### config.mk
export PLATFORM = sky130hd
export DESIGN_NAME = nios_system_motor_out
export DESIGN_NICKNAME = d
export VERILOG_FILES = /design/src/rtl/nios_system_motor_out_pkg.sv /design/src/rtl/nios_system_wdog_counter.sv /design/src/rtl/nios_system_motor_out.sv
export SDC_FILE = /design/constraint.sdc
export NUM_CORES = 1
export LEC_CHECK = 0
export ABC_AREA = 0
export CAP_MARGIN = 40
export CORE_MARGIN = 8
export CORE_UTILIZATION = 49
export CTS_BUF_LIST = sky130_fd_sc_hd__clkbuf_16
export DETAILED_ROUTE_END_ITERATION = 16
export PLACE_DENSITY = 0.88
export REMOVE_ABC_BUFFERS = 1
export SYNTH_ARGS = -nofsm -noshare
export SYNTH_HDL_FRONTEND = slang
export SYNTH_SLANG_ARGS = --single-unit
export TNS_END_PERCENT = 5
### constraint.sdc
create_clock -name clk -period 2.8 [get_ports clk]
set_input_delay 0.42 -clock clk [delete_from_list [all_inputs] [get_ports clk]]
set_output_delay 0.42 -clock clk [all_outputs]
set_load 0.01 [all_outputs]
### src/rtl/nios_system_motor_out_pkg.sv
// Shared definitions for the motor output PIO: register offsets and watchdog FSM states.
package nios_system_motor_out_pkg;

    localparam logic [2:0] ADDR_DATA     = 3'd0;
    localparam logic [2:0] ADDR_STATUS   = 3'd1;
    localparam logic [2:0] ADDR_TIMEOUT  = 3'd2;
    localparam logic [2:0] ADDR_OUTSET   = 3'd4;
    localparam logic [2:0] ADDR_OUTCLEAR = 3'd5;

    typedef enum logic {
        ST_ARMED   = 1'b0,
        ST_TRIPPED = 1'b1
    } wdog_state_t;

endpackage

### src/rtl/nios_system_wdog_counter.sv
// 32-bit watchdog down-counter with synchronous load and count enable.
// expire flags the last counting cycle (count==1 while enabled).
module nios_system_wdog_counter #(
    parameter logic [31:0] RESET_COUNT = 32'd50000
) (
    input  logic        clk,
    input  logic        reset_n,
    input  logic        load,
    input  logic [31:0] load_value,
    input  logic        en,
    output logic        expire
);

    logic [31:0] count;

    always_ff @(posedge clk or negedge reset_n) begin
        if (!reset_n) begin
            count <= RESET_COUNT;
        end else if (load) begin
            count <= load_value;
        end else if (en && (count != 32'd0)) begin
            count <= count - 32'd1;
        end
    end

    assign expire = en && (count == 32'd1);

endmodule

### src/rtl/nios_system_motor_out.sv
// Avalon-MM output PIO with a software watchdog that forces SAFE_VALUE when writes stop.
// Optional macro NIOS_MOTOR_OUT_READBACK_EN: DATA offset reads back the data register.
module nios_system_motor_out
    import nios_system_motor_out_pkg::*;
#(
    parameter int               WIDTH           = 8,
    parameter logic [WIDTH-1:0] RESET_VALUE     = '0,
    parameter logic [WIDTH-1:0] SAFE_VALUE      = '0,
    parameter logic [31:0]      TIMEOUT_DEFAULT = 32'd50000
) (
    input  logic             clk,
    input  logic             reset_n,
    input  logic [2:0]       address,
    input  logic             chipselect,
    input  logic             write_n,
    input  logic [31:0]      writedata,
    output logic [31:0]      readdata,
    output logic [WIDTH-1:0] out_port,
    output logic             tripped
);

    wdog_state_t      state, state_next;
    logic [WIDTH-1:0] data, data_next;
    logic [31:0]      timeout_reg;
    logic [31:0]      load_value;
    logic [31:0]      rd_next;
    logic             wr, cnt_load, cnt_en, expire;
    logic [WIDTH-1:0] wd;

    assign wr = chipselect && !write_n;
    assign wd = writedata[WIDTH-1:0];

    always_ff @(posedge clk or negedge reset_n) begin
        if (!reset_n) begin
            state       <= ST_ARMED;
            data        <= RESET_VALUE;
            timeout_reg <= TIMEOUT_DEFAULT;
            readdata    <= '0;
        end else begin
            state    <= state_next;
            data     <= data_next;
            readdata <= rd_next;
            if (wr && (address == ADDR_TIMEOUT)) begin
                timeout_reg <= writedata;
            end
        end
    end

    always_comb begin
        state_next = state;
        data_next  = data;
        cnt_load   = 1'b0;
        load_value = timeout_reg;
        case (state)
            ST_ARMED: begin
                if (wr) begin
                    case (address)
                        ADDR_DATA:     begin data_next = wd;         cnt_load = 1'b1; end
                        ADDR_OUTSET:   begin data_next = data | wd;  cnt_load = 1'b1; end
                        ADDR_OUTCLEAR: begin data_next = data & ~wd; cnt_load = 1'b1; end
                        ADDR_TIMEOUT:  begin load_value = writedata; cnt_load = 1'b1; end
                        default: ;
                    endcase
                end
                // Any reload in the expiry cycle (kick or new timeout) beats the trip.
                if (expire && !cnt_load) begin
                    data_next  = SAFE_VALUE;
                    state_next = ST_TRIPPED;
                end
            end
            ST_TRIPPED: begin
                if (wr && (address == ADDR_STATUS) && writedata[0]) begin
                    state_next = ST_ARMED;
                    cnt_load   = 1'b1;
                end
            end
        endcase
    end

    assign cnt_en = (state == ST_ARMED) && (timeout_reg != 32'd0);

    nios_system_wdog_counter #(
        .RESET_COUNT (TIMEOUT_DEFAULT)
    ) u_wdog_counter (
        .clk        (clk),
        .reset_n    (reset_n),
        .load       (cnt_load),
        .load_value (load_value),
        .en         (cnt_en),
        .expire     (expire)
    );

`ifdef NIOS_MOTOR_OUT_READBACK_EN
    logic [31:0] data_ext;
    always_comb begin
        data_ext             = '0;
        data_ext[WIDTH-1:0]  = data;
    end
`endif

    always_comb begin
        rd_next = '0;
        case (address)
`ifdef NIOS_MOTOR_OUT_READBACK_EN
            ADDR_DATA:    rd_next = data_ext;
`endif
            ADDR_STATUS:  rd_next = {31'd0, (state == ST_TRIPPED)};
            ADDR_TIMEOUT: rd_next = timeout_reg;
            default:      rd_next = '0;
        endcase
    end

    assign out_port = data;
    assign tripped  = (state == ST_TRIPPED);

endmodule

== Word level (Yosys, flattened, before mapping) ==
Index checks and enable logic that the tools add are counted.
Word-level totals
  register bits: 105
  input port bits: 39
  output and inout port bits: 41
  logic and storage cells: 50
Cells by class
  add/subtract/negate cells: 1
  equality and inequality tests: 5
  multiplexer cells: 17
  bitwise logic cells: 4
  reduce and logical (&&, ||, !) cells: 18
Operators with widths (count)
  2-to-1 mux 32 bit: 5
  case mux 32 bit (2 select lines): 1
  nonzero test 32 bit: 2
  equality test 32 x 1 -> 1 bit (second input constant): 1
  subtractor 32 x 1 -> 32 bit (second input constant): 1
  case mux 8 bit (3 select lines): 1
  2-to-1 mux 8 bit: 2
  AND 8 bit: 1
  logical AND 1 bit: 8
  inverter 8 bit: 1
  bitwise OR 8 bit: 1
  equality test 3 bit (second input constant): 2
  2-to-1 mux 1 bit: 6
  case mux 1 bit (2 select lines): 2
  nonzero test 2 bit: 2
  nonzero test 4 bit: 1
  OR reduction 4 bit: 1
  equality test 3 x 1 -> 1 bit (second input constant): 1
  equality test 3 x 2 -> 1 bit (second input constant): 1
  zero test 3 bit: 1
  AND reduction 3 bit: 1
  zero test 1 bit: 2
  inverter 1 bit: 1

== Logic depth before layout (Yosys ltp) ==
  depth in word-level cells: 9
  mapped depth: 9
  depth with buffers taken out: 7

== Cells and area by module ==
A second synthesis with hierarchy kept.
Second synthesis, totals
  cells, all modules: 514
  area, all modules: 5476.5 um^2
Modules (own cells, without submodules)
  nios_system_motor_out: times used 1, cells each 268, area an instance 3400.8 um^2, seq. area each 1834.3 um^2
  nios_system_wdog_counter: times used 1, cells each 246, area an instance 2075.7 um^2, seq. area each 808.3 um^2

== Worst setup path after synthesis ==
No wires, ideal clock.
  path type: reg2reg
  start point: register u_wdog_counter.count[8]
  end point: register u_wdog_counter.count[25]
  setup time: 0.082 ns
  arrival: 2.560 ns
  required time: 2.718 ns
  setup slack: 0.158 ns
  stages on the path, launching flop included: 7
  path buffers: 1
  cells stage by stage: dfstp_2 > or4_4 > or4_4 > or4_1 > buf_2 > or4_1 > a31oi_1
On the way
  longest elaborated chain between the ends: 3
  elaborated cells between the ends (all ways): 6
RTL lines
  start, declared: line nios_system_wdog_counter.sv:14  | logic [31:0] count;
  start signal, assigned: line nios_system_wdog_counter.sv:20  | count <= load_value;
  start signal, assigned: line nios_system_wdog_counter.sv:22  | count <= count - 32'd1;
  subtractor 32 x 1 -> 32 bit or nonzero test 32 bit (tied branches): line nios_system_wdog_counter.sv:22, nios_system_wdog_counter.sv:21
  2-to-1 mux 32 bit or logical AND 1 bit (tied branches): line nios_system_wdog_counter.sv:21  | end else if (en && (count != 32'd0)) begin
  2-to-1 mux 32 bit or nonzero test 2 bit (tied branches)
Several ways; a longest one is shown, not always the timed one. The select of a mux whose other input is x is not followed.
A chain may end at the register's enable or synchronous reset.

== Worst setup path after layout ==
Same ends and word-level chain as after synthesis.

==> qor.yml <==
global_route:
  grt_pass1_vias: 4120
  grt_start_max_net_pins: 56
  antenna_found_initial: 0
  grt_overflow: 0
  grt_use_total_pct: 18.0
  grt_pass1_wl_um: 20500
finish:
  final_cell_area_um2: 6460
  stdcell_count: 696
  antenna-diode-count: 0
  multi_input_area_um2: 2340
  nFillCells: 837
  drive_gt1_share_pct: 21.4
  fin_util_pct: 63.4
  layout.nets: 597
  area_delta_synth_final_pct: 27.5
  regArea_um2: 2640
min_path:
  min_path_type: "in2async"
sta:
  period_share_pct: 98.2
  final_hold_viol_count: 0
  max_freq_mhz: 364
  setup_violations: 0
  slew_headroom_pct: 49.6
  rsz0062_at_grt: "false"
  holdWs_ns: 0.120
  setup_tns_ns: 0
  fin_worst_skew_ns: 0.0113
  worst_pin_slew_ns: 0.755
  slew_violations: 0
  finalWorstSetupSlack_ns: 0.0510
  period_minus_slack_ns: 2.75
pwr:
  power_mw: 4.30
  leakagePower_nw: 2.62
  peakVddDrop_mv: 0.360
  power-per-cell-area_nw_per_um2: 666
synth:
  synth-seq-area-share_pct: 52.1
  synthTopCellsByArea: "dfrtp_1, mux2_2, dfstp_2, and2_1, xnor2_1"
  syn_area_per_cell_um2: 10.9
  synth-seq-cells: 105
  synth_common_cells: "dfrtp_1, mux2_2, nor2_1, and2_1, nor4_1"
  synth_area_um2: 5070
  async_flop_share_pct: 100
  synth_edf_count: 0
  synth.distinct_cells: 44
  ys.warnings.count: 0
  yosys.area.top_type: "dfrtp_1"
  synth_top_area_share_pct: 45.9
  synth_top_flop_cell: "dfrtp_1"
  syn_inst: 465
  synth.most_common_cell: "dfrtp_1"
setup_path:
  cp.arrival_ns: 3.00
  startpoint_type: "flip-flop"
  required_ns: 3.05
  path_class: "reg2reg"
  reg2reg_depth: 5
  cp_max_fo: 7
  end_kind: "flip-flop"
clocking:
  cts_buffer_depth: 2
  cts_hold_buf: 0
  cts_tree: "done"
  clock-root-buffer: "clkbuf_16"
  cts_buffers: 9
  clock_latency_ns: 0.34
  htree_num_levels: 3
  post_cts_buffers: 0
  clk_pin_slew_ns: 0.08
  cts.sinks: 105
detailed_routing:
  dr.pass1.iters: 4
  drt_iter0_markers: 237
  vias_per_cell: 5.62
  drt_wl_total_um: 12200
  wl_per_cell_um: 17.5
  drcViolationCount: 0
  num_vias: 3913
  ant_nets: 0
die:
  die_area_um2: 13900
  ios: 80
  die_w_um: 118
  start_util_pct: 49.8
  die_h_um: 118
  coreArea_um2: 10200
  row_count: 37
placement:
  place.gp.congestion: 0.882
  placed_area_um2: 6180
  place_hpwl_um: 8550
  io_buffers: 79
  post-place-ws_ns: 0.0635
  dp_cells: 680
job:
  drv_cap: 0
status:
  outcome: "complete, no violations"
kinds of logic (layout without fill, tap and decap cells):
family	Yosys count	in the layout	share of synthesized area, %
mux	62	62	13.6
buf+inv	27	122	2.05
simple gates	182	182	20.0
fa+ha+maj	3	3	0.741
flops	105	105	52.1
compound gates	66	66	8.05
xor+xnor	20	20	3.46
layout make-up:
type	instances	area share (%)
inverter	3	0.174
clock inverter	7	0.794
multi-input combinational	333	36.3
clock buffer	9	3.49
timing repair buffer	103	15.8
sequential	105	40.9
tap	136	2.63
worst paths after layout:
check / slack [ns] / start / to
setup / recovery: 0.05 / u_wdog_counter.count[8] / u_wdog_counter.count[25]
hold / removal: 0.12 / reset_n / timeout_reg[21]
setup reg to reg: 0.05 / u_wdog_counter.count[8] / u_wdog_counter.count[25]
hold reg to reg: 0.53 / u_wdog_counter.count[9] / u_wdog_counter.count[9]
max in group asynchronous: 1.88 / reset_n / u_wdog_counter.count[4]
min in group clk: 0.53 / u_wdog_counter.count[9] / u_wdog_counter.count[9]
layer usage:
layer	track usage [%]	routed length [um]
met5	0	0
met3	4.27	661
met1	22.2	5200
met2	29.8	6050
met4	7.45	265
cell usage in the layout (no fill, tap or decap), types with 8 or more instances in the layout:
master / synthesis / routed
dfrtp_1: 93 / 93
clkdlybuf4s50_1: 0 / 78
mux2_2: 55 / 55
nor2_1: 39 / 38
and2_1: 31 / 31
nor4_1: 25 / 24
o21ai_0: 23 / 22
nand2_1: 21 / 21
buf_4: 0 / 21
xnor2_1: 18 / 18
a21oi_1: 13 / 13
nor3_1: 13 / 13
dfstp_2: 12 / 12
or3_1: 11 / 11
clkbuf_16: 0 / 9
a22oi_1: 8 / 8
critical path, stage by stage, from the launching register on:
cell     delay, ns
dfstp_2       0.38
or4_4         0.55
or4_4         0.51
or4_4         0.55
or4_1         0.44
a31oi_1       0.24
timing repair:
action                                  4_1_cts  5_1_grt
endpoints found under the setup margin        1        0
resized for setup                             1        0
hold endpoints to repair                      0        0
power breakdown:
part / leakage [nW] / switching, mW / internal (mW)
sequential: 1.31 / 0.302 / 1.85
combinational: 1.18 / 0.410 / 0.544
clock: 0.134 / 0.583 / 0.610
total: 2.62 / 1.29 / 3.01
No activity file was read; power rests on OpenSTA's default activity.
==> RTL edit (config.mk and constraints unchanged) <==
Register the inputs `address`, `chipselect`, `write_n` and `writedata` before use. The logic sees them one clock later.
--- a/src/rtl/nios_system_motor_out.sv
+++ b/src/rtl/nios_system_motor_out.sv
@@ -20,4 +20,16 @@
 );
 
+    logic [2:0] address_q;
+    logic chipselect_q;
+    logic write_n_q;
+    logic [31:0] writedata_q;
+
+    always_ff @(posedge clk) begin
+        address_q    <= address;
+        chipselect_q <= chipselect;
+        write_n_q    <= write_n;
+        writedata_q  <= writedata;
+    end
+
     wdog_state_t      state, state_next;
     logic [WIDTH-1:0] data, data_next;
@@ -28,6 +40,6 @@
     logic [WIDTH-1:0] wd;
 
-    assign wr = chipselect && !write_n;
-    assign wd = writedata[WIDTH-1:0];
+    assign wr = chipselect_q && !write_n_q;
+    assign wd = writedata_q[WIDTH-1:0];
 
     always_ff @(posedge clk or negedge reset_n) begin
@@ -41,6 +53,6 @@
             data     <= data_next;
             readdata <= rd_next;
-            if (wr && (address == ADDR_TIMEOUT)) begin
-                timeout_reg <= writedata;
+            if (wr && (address_q == ADDR_TIMEOUT)) begin
+                timeout_reg <= writedata_q;
             end
         end
@@ -55,9 +67,9 @@
             ST_ARMED: begin
                 if (wr) begin
-                    case (address)
+                    case (address_q)
                         ADDR_DATA:     begin data_next = wd;         cnt_load = 1'b1; end
                         ADDR_OUTSET:   begin data_next = data | wd;  cnt_load = 1'b1; end
                         ADDR_OUTCLEAR: begin data_next = data & ~wd; cnt_load = 1'b1; end
-                        ADDR_TIMEOUT:  begin load_value = writedata; cnt_load = 1'b1; end
+                        ADDR_TIMEOUT:  begin load_value = writedata_q; cnt_load = 1'b1; end
                         default: ;
                     endcase
@@ -70,5 +82,5 @@
             end
             ST_TRIPPED: begin
-                if (wr && (address == ADDR_STATUS) && writedata[0]) begin
+                if (wr && (address_q == ADDR_STATUS) && writedata_q[0]) begin
                     state_next = ST_ARMED;
                     cnt_load   = 1'b1;
@@ -101,5 +113,5 @@
     always_comb begin
         rd_next = '0;
-        case (address)
+        case (address_q)
 `ifdef NIOS_MOTOR_OUT_READBACK_EN
             ADDR_DATA:    rd_next = data_ext;
Check against the original RTL: not equivalent (Yosys sat finds a counterexample within 4 cycles, from zero or initial values and one cycle with reset_n low).
==> RTL edit against the original RTL <==
Die area is 17% higher. Wire length is 16% higher. Design area is 19% higher. Via count is 17% higher. Worst setup slack better by 48 ps. Total power is 35% higher. Synthesized area is 19% higher. Clock skew is 2.6 ps lower. Fmax is 1.8% higher. Sequential cell count is 37 higher. Critical endpoint is now u_wdog_counter.count[20]. Largest cell class unchanged. Highest routed layer unchanged.
==> RTL edit: results (changes against the original RTL) <==
metric;value;unit;change
wl_met1;6290;µm;was 5200 µm
dp_cells;734;;was 680
grt_max_degree;66;;was 56
power_leakage;3.11;nW;was 2.62 nW
crit_slowest_cell;or4_1;;was or4_4
dp_hpwl;9200;µm;was 8550 µm
r2r_slack;100;ps;was 50 ps
tightest_slew;887;ps;was 755 ps
h-tree-depth;4;;was 3
drive_gt1_share;21.0;%;was 21.4%
yosysSeqAreaShare;55.9;%;was 52.1%
dpl_cell_area;0.00707;mm²;was 0.00618 mm²
syn_avg_cell_area;11.5;µm²;was 10.9 µm²
drtIter0Drc;372;;was 237
slowest_delay;670;ps;was 550 ps
numCtsBuffers;17;;was 9
nNetsFinal;649;;was 597
wl_met2;6770;µm;was 6050 µm
finClkSkew;8.62;ps;was 11.3 ps
clk_latency;420;ps;was 340 ps
place_congestion;0.840;;was 0.882
critPathMaxFanout;10;;was 7
async_flop_share;73.9;%;was 100%
pre_cts_ws;100;ps;was 63.5 ps
outcome;completed;;unchanged
wirelength;14100;µm;was 12,200 µm
num_vias;4593;;was 3,913
holdWs;13.4;ps;was 120 ps
path_clk_slew;60;ps;was 80 ps
track_usage;18.1;%;was 18.0%
grt_pass1_wl;23600;µm;was 20,500 µm
first_global_vias;4786;;was 4,120
setup_ws;98.6;ps;was 51.0 ps
ys_top_cells_by_area;dfrtp_1 38%, dfxtp_1 12%, mux2_2 9.9%;;was dfrtp_1 46%, mux2_2 12%, dfstp_2 6.2%
max-vdd-ir-drop;0.000527;V;was 0.000360 V
worstRegToRegCells;6;;was 5
switching_power;1.53;mW;was 1.29 mW
synthDistinctLibCells;58;;was 44
## RTL edit: per-layer routing
| layer | vias up | track usage, % |
|---|---|---|
| met5 | - | 0 |
| met4 | 0 | 7.77 |
| met3 | 22 | 4.91 |
| met2 | 150 | 28.6 |
| met1 | 2284 | 22.9 |
| li1 | 2137 | - |
## RTL edit: cell families after synthesis
group / share of synthesized area, %
AND/OR/NAND/NOR: 18.3
flip-flops: 55.9
AO/OA/AOI/OAI: 11.7
multiplexers: 10.9
buffers and inverters: 2.50
adder cells (fa/ha/maj): 0.621
## RTL edit: stage by stage
step / utilization (%) / total power [mW] / TNS [ps]
2_1_floorplan: - / 3.20 / -116560
3_3_place_gp: 58.9 / 3.53 / 0
3_5_place_dp: 58.9 / 3.59 / 0
4_1_cts: 63.7 / 5.82 / 0
5_1_grt: 63.9 / 6.05 / 0
6_report: 63.9 / 5.79 / 0
## RTL edit: power by group through the flow
stage | Combinational (mW) | Clock [mW] | Sequential [mW]
after CTS | 0.902 | 2.25 | 2.66
after detailed placement | 0.890 | 0 | 2.70
after floorplan | 0.568 | 0 | 2.63
after global routing | 0.992 | 2.33 | 2.72
after global placement | 0.861 | 0 | 2.67
final | 0.894 | 2.22 | 2.67
## RTL edit: path summary, 6_finish.rpt
| path | from | end |
|---|---|---|
| min reg2reg | writedata_q[24] | timeout_reg[24] |
| min | reset_n | readdata[10] |
| max | u_wdog_counter.count[26] | u_wdog_counter.count[20] |
| max in group asynchronous | reset_n | timeout_reg[14] |
| min in group clk | writedata[7] | writedata_q[7] |
| max reg2reg | u_wdog_counter.count[26] | u_wdog_counter.count[20] |
## RTL edit: critical path: cells and delay by family (launching register included)
| kind | cells | cell delay (ps) |
|---|---|---|
| and+or+nand+nor | 3 | 1280 |
| AOI/OAI and AO/OA | 2 | 730 |
| DFF | 1 | 400 |
| buffers and inverters | 1 | 160 |
## RTL edit: area by class of cell
type	instances	area (µm²)
well taps	147	184
flip-flops and latches	142	3380
fillers	950	4340
clock inverters	15	159
repair buffers	97	986
multi-input cells	346	2530
inverters	3	11.3
clock buffers	17	425
